## src/rtl/frame_capture_ctrl.sv

```systemverilog
// SPI byte stream to ping-pong framebuffer capture engine.
// Frames commit only on exact length; bank swap waits for display vsync.
module frame_capture_ctrl #(
    parameter int ADDR_WIDTH     = 14,
    parameter int BYTES_PER_WORD = 2,
    parameter int FRAME_WORDS    = 16384,
    parameter int BYTE_ORDER     = 0
) (
    input  logic                          sys_clk,
    input  logic                          sys_rst_n,
    input  logic                          cs_n,
    input  logic [7:0]                    rx_data,
    input  logic                          rx_valid,
    output logic                          rx_ready,
    input  logic                          disp_vsync,
    output logic                          wr_en,
    output logic                          wr_bank,
    output logic [ADDR_WIDTH-1:0]         wr_addr,
    output logic [8*BYTES_PER_WORD-1:0]   wr_data,
    output logic                          disp_bank,
    output logic                          frame_ready,
    output logic [7:0]                    frame_count,
    output logic [1:0]                    err_flags
);
    localparam int W  = 8 * BYTES_PER_WORD;
    localparam int CW = ADDR_WIDTH + 1;

    typedef enum logic [1:0] {IDLE, RECV, CHECK} state_t;

    state_t              state_q, state_d;
    logic                cs_n_q;
    logic [2:0]          phase_q, phase_d;
    logic [CW-1:0]       cnt_q, cnt_d;
    logic [W-1:0]        word_q, word_d, word_nxt;
    logic                bank_q, bank_d;
    logic                disp_bank_q, disp_bank_d;
    logic                frame_ready_q, frame_ready_d;
    logic [7:0]          frame_count_q, frame_count_d;
    logic [1:0]          err_q, err_d;
    logic                wr_en_q, wr_en_d;
    logic [ADDR_WIDTH-1:0] wr_addr_q, wr_addr_d;
    logic [W-1:0]        wr_data_q, wr_data_d;
    logic                cs_fall, cs_rise, swap;
    logic                len_ok;

    assign cs_fall = cs_n_q & ~cs_n;
    assign cs_rise = ~cs_n_q & cs_n;
    assign swap    = disp_vsync & frame_ready_q;
    assign len_ok  = (cnt_q == CW'(FRAME_WORDS)) && (phase_q == 3'd0);

    always_comb begin
        if (BYTE_ORDER == 0) word_nxt = (word_q << 8) | W'(rx_data);
        else                 word_nxt = (word_q >> 8) | (W'(rx_data) << (W - 8));
    end

    always_comb begin
        state_d       = state_q;
        phase_d       = phase_q;
        cnt_d         = cnt_q;
        word_d        = word_q;
        bank_d        = bank_q;
        disp_bank_d   = disp_bank_q;
        frame_ready_d = frame_ready_q;
        frame_count_d = frame_count_q;
        err_d         = err_q;
        wr_en_d       = 1'b0;
        wr_addr_d     = wr_addr_q;
        wr_data_d     = wr_data_q;

        // Swap is evaluated first so a same-cycle cs_fall sees the new front bank.
        if (swap) begin
            disp_bank_d   = ~disp_bank_q;
            frame_ready_d = 1'b0;
        end

        case (state_q)
            IDLE: begin
                if (cs_fall) begin
                    state_d       = RECV;
                    phase_d       = 3'd0;
                    cnt_d         = '0;
                    err_d         = 2'b00;
                    frame_ready_d = 1'b0;
                    bank_d        = ~disp_bank_d;
                end
            end
            RECV: begin
                if (rx_valid) begin
                    if (cnt_q < CW'(FRAME_WORDS)) begin
                        word_d = word_nxt;
                        if (phase_q == 3'(BYTES_PER_WORD - 1)) begin
                            phase_d   = 3'd0;
                            wr_en_d   = 1'b1;
                            wr_addr_d = cnt_q[ADDR_WIDTH-1:0];
                            wr_data_d = word_nxt;
                            cnt_d     = cnt_q + 1'b1;
                        end else begin
                            phase_d = phase_q + 3'd1;
                        end
                    end else begin
                        err_d[1] = 1'b1;
                    end
                end
                if (cs_rise) state_d = CHECK;
            end
            CHECK: begin
                // An overflowed frame has full length, so it only carries bit1.
                if (len_ok && !err_q[1]) begin
                    frame_ready_d = 1'b1;
                    frame_count_d = frame_count_q + 8'd1;
                end else if (!len_ok) begin
                    err_d[0] = 1'b1;
                end
                state_d = IDLE;
            end
            default: state_d = IDLE;
        endcase
    end

    always_ff @(posedge sys_clk or negedge sys_rst_n) begin
        if (!sys_rst_n) begin
            state_q       <= IDLE;
            cs_n_q        <= 1'b1;
            phase_q       <= 3'd0;
            cnt_q         <= '0;
            word_q        <= '0;
            bank_q        <= 1'b0;
            disp_bank_q   <= 1'b0;
            frame_ready_q <= 1'b0;
            frame_count_q <= 8'd0;
            err_q         <= 2'b00;
            wr_en_q       <= 1'b0;
            wr_addr_q     <= '0;
            wr_data_q     <= '0;
        end else begin
            state_q       <= state_d;
            cs_n_q        <= cs_n;
            phase_q       <= phase_d;
            cnt_q         <= cnt_d;
            word_q        <= word_d;
            bank_q        <= bank_d;
            disp_bank_q   <= disp_bank_d;
            frame_ready_q <= frame_ready_d;
            frame_count_q <= frame_count_d;
            err_q         <= err_d;
            wr_en_q       <= wr_en_d;
            wr_addr_q     <= wr_addr_d;
            wr_data_q     <= wr_data_d;
        end
    end

    assign rx_ready    = (state_q != CHECK);
    assign wr_en       = wr_en_q;
    assign wr_bank     = bank_q;
    assign wr_addr     = wr_addr_q;
    assign wr_data     = wr_data_q;
    assign disp_bank   = disp_bank_q;
    assign frame_ready = frame_ready_q;
    assign frame_count = frame_count_q;
    assign err_flags   = err_q;
endmodule
```

## config.mk

```make
export PLATFORM = sky130hd
export DESIGN_NAME = frame_capture_ctrl
export DESIGN_NICKNAME = d
export VERILOG_FILES = /design/src/rtl/frame_capture_ctrl.sv
export SDC_FILE = /design/constraint.sdc
export NUM_CORES = 1
export LEC_CHECK = 0
export BUFFER_PORTS_ARGS = -buffer_cell sky130_fd_sc_hd__buf_2
export CORE_MARGIN = 2
export CORE_UTILIZATION = 25
export CTS_CLUSTER_SIZE = 10
export DETAILED_ROUTE_END_ITERATION = 6
export PLACE_DENSITY = 0.38
export SYNTH_ARGS = -nofsm -noshare
export SYNTH_HDL_FRONTEND = slang
export SYNTH_SLANG_ARGS = --single-unit
```

## constraint.sdc

```tcl
create_clock -name sys_clk -period 3.1 [get_ports sys_clk]
set_clock_uncertainty 0.05 [all_clocks]
set_input_delay 0.155 -clock sys_clk [delete_from_list [all_inputs] [get_ports sys_clk]]
set_output_delay 0.155 -clock sys_clk [all_outputs]
set_load 0.02 [all_outputs]
```

==> metrics <==
Die Span Y 116.5 um; Avg Inst Size Synth around 11 um^2; Worst-path clk slew approximately 0.060 ns; Yosys cell types 48; Worst Setup End Kind flop; gpl congestion roughly 0.71; Psw slightly above 0.9 mW; ys async rst share 100.0%; TritonCTS Buffers 9; CP arrival approximately 2.6 ns; final period utilization around four fifths; IO Port Bufs 57; final max-slew violation count 0; worst path required time 3.26 ns; Worst setup SP type flop; number of flops mapped to enable cells by yosys 0; post-synthesis cell area around 3200 um^2; pin count of the biggest net entering global routing 74; Ys Warns 0; RSZ-0062 raised after global routing false; Antenna diodes 0; worst slew pin tran about 0.96 ns; overall global routing resource usage 11.97%; crit-path cells inv_1 > ha_1 > nor3b_1 > nand2_1 > nor4_1 > mux2_2; Net count, final between 300 and 400; Initial Utilization between 20% and 30%; CTS Sinks 73; Setup TNS 0 ns; P_int ~2.1 mW; outcome completed; Final Power about 3.1 mW; root buf cell clkbuf_16; final hold slack 0.01444 ns; CTS H-Tree Depth 3; vias 2415; Slew Limit Headroom 36.17%; Fmax 412.5 MHz; row count 41; min Tclk post-route about 2.4 ns; Leak about 2.0 nW; Iter 0 DRT Violations 138; worst hold path class primary input to flop; clk buf depth 2; area delta synth->final 29.20%; I/O pin cnt slightly below 60; CTS tree done; final setup fails 0; # Max-Cap Violations 0; Yosys reg bits 73; first-pass GRT wire length 12230 um; post-DP HPWL 5024 um; Comb pwr share a little over 20%; ys flop type dfrtp_1; DRC 0; largest fanout on the critical path 6; core area ~12000 um^2; critical path class flop to flop; sequential share of power between 40% and 50%; Post-DRT Antenna Nets 0; max incr delay on CP 0.59 ns; commonest non-fill, non-tap cells in the layout dfrtp_1, nand2_1, buf_2, mux2_2, a21oi_1; Post-Syn Instances ~300; drt total wl 7533 um; vias in the first global route roughly 2400; Layout Utilization around a third; setup repair bufs after CTS 0; pwr dens approximately 750 nW/um^2; clk_lat worst skew between 0.3 and 0.4 ns; grt ovf 0; post-route insts no fill approximately 540; leading cell type in the layout, fill and taps excluded dfrtp_1; DIE AREA ~14000 um^2; initial antenna violation count 0; Post-Place Cells 516; post-synthesis sequential area ratio between 50 and 60%; endpoints failing hold 0; maximum vdd drop ~0.29 mV; Synthesized Nets between 300 and 400; first-pass detailed-route iteration total 4; slowest stage cell, crit path nor4_1; layout cells sized above 1 29.27%; WL/cell around 14 um; Avg Vias per Cell ~4.5; Clock power frac about two fifths; Die X approximately 120 um; sw frac approximately 30%
[area by class of cell]
cell class	count	area, um^2
Clock buffer	11	232.7
Clock inverter	5	103.9
Fill cell	1303	8381
Inverter	8	30.03
Multi-Input combinational cell	201	1260
Sequential cell	73	1828
Tap cell	172	215.2
Timing Repair Buffer	71	415.4
[path summary, 6_finish.rpt]
kind | depth (start not counted) | start | slack, ns | to
min in group asynchronous | 2 | sys_rst_n | 0.47 | wr_data[1]$_DFFE_PN0P_
min | 3 | rx_data[1] | 0.01 | wr_data[1]$_DFFE_PN0P_
max reg2reg | 6 | cnt_q[0]$_DFFE_PN0P_ | 0.68 | frame_count[1]$_DFFE_PN0P_
max in group asynchronous | 2 | sys_rst_n | 1.91 | frame_ready$_DFF_PN0_
max | 6 | cnt_q[0]$_DFFE_PN0P_ | 0.68 | frame_count[1]$_DFFE_PN0P_
min reg2reg | 1 | frame_count[7]$_DFFE_PN0P_ | 0.41 | frame_count[7]$_DFFE_PN0P_
[worst max-delay path, delay by kind of cell (launching register included)]
kind | cells | cell delay (ns)
adders and majority gates | 1 | 0.18
buffers and inverters | 1 | 0.11
DFF | 1 | 0.44
muxes | 1 | 0.40
and+or+nand+nor | 3 | 1.13
[registers in the layout (all words and copies together) (netlist names), 2 cells and up]
signal and flops:
word_q 8, state_q 2, cnt_q 15, phase_q 3
wr_addr 14, wr_data 16, frame_count 8, err_flags 2
[power by group through the flow]
stage               Sequential [mW]  Combinational (mW)  Clock [mW]
floorplan                      1.38               0.255           0
global placement               1.25               0.632           0
detailed placement             1.25               0.636           0
CTS                            1.24               0.647        1.23
global route                   1.27               0.710        1.28
finish                         1.24               0.630        1.18
[layer usage]
layer / part of all wire, % / GRT usage (%) / wire (um) / vias up
met4: 1.3 / 4.048 / 99 / 0
met2: 46 / 18.57 / 3455 / 55
met5: 0 / 0 / 0 / -
met3: 5.5 / 4.515 / 411 / 8
li1: - / - / - / 1183
met1: 47 / 15.43 / 3566 / 1169
[kinds of logic after synthesis]
kind of cell | after synthesis | synth area share [%]
AO/OA/AOI/OAI | 41 | 8.231
multiplexers | 22 | 7.796
adder cells (fa/ha/maj) | 3 | 1.187
AND/OR/NAND/NOR | 126 | 19.95
buffers and inverters | 21 | 2.532
flip-flops | 73 | 57.82
XOR/XNOR | 9 | 2.493
[through the flow]
step | worst slack, ns | instance area, um^2
global placement | 0.7279 | 3659
floorplan | 0.9672 | 3162
global route | 0.4708 | 4085
detailed placement | 0.6370 | 3659
CTS | 0.6334 | 4085
finish | 0.6755 | 4085
[Yosys cell counts (2+ instances only)]
| cell type | count | area (um^2) |
|---|---|---|
| ha_1 | 3 | 37.54 |
| nor4_1 | 7 | 43.79 |
| nand4_1 | 6 | 37.54 |
| nor4bb_1 | 2 | 20.02 |
| o21bai_1 | 2 | 15.01 |
| dfrtp_1 | 72 | 1802 |
| o31ai_1 | 3 | 22.52 |
| xor2_1 | 5 | 43.79 |
| nand3_1 | 10 | 50.05 |
| a21oi_1 | 12 | 60.06 |
| nand2_1 | 65 | 244.0 |
| nor2_1 | 10 | 37.54 |
| or3b_2 | 2 | 17.52 |
| mux2_2 | 21 | 236.5 |
| a31oi_1 | 2 | 12.51 |
| clkbuf_1 | 11 | 41.29 |
| or4_1 | 3 | 22.52 |
| a31o_2 | 3 | 26.28 |
| nor3_1 | 4 | 20.02 |
| xnor2_1 | 4 | 35.03 |
| inv_1 | 7 | 26.28 |
| or3_1 | 4 | 25.02 |
| nand2b_1 | 2 | 12.51 |
| o21ai_0 | 11 | 55.05 |
[repair_timing]
action / in CTS / in global routing
hold endpoints to repair: 80 / 0
resized for setup: 0 / 0
hold buffers: 9 / 0
Note: power is estimated with default switching activity, not from simulation.
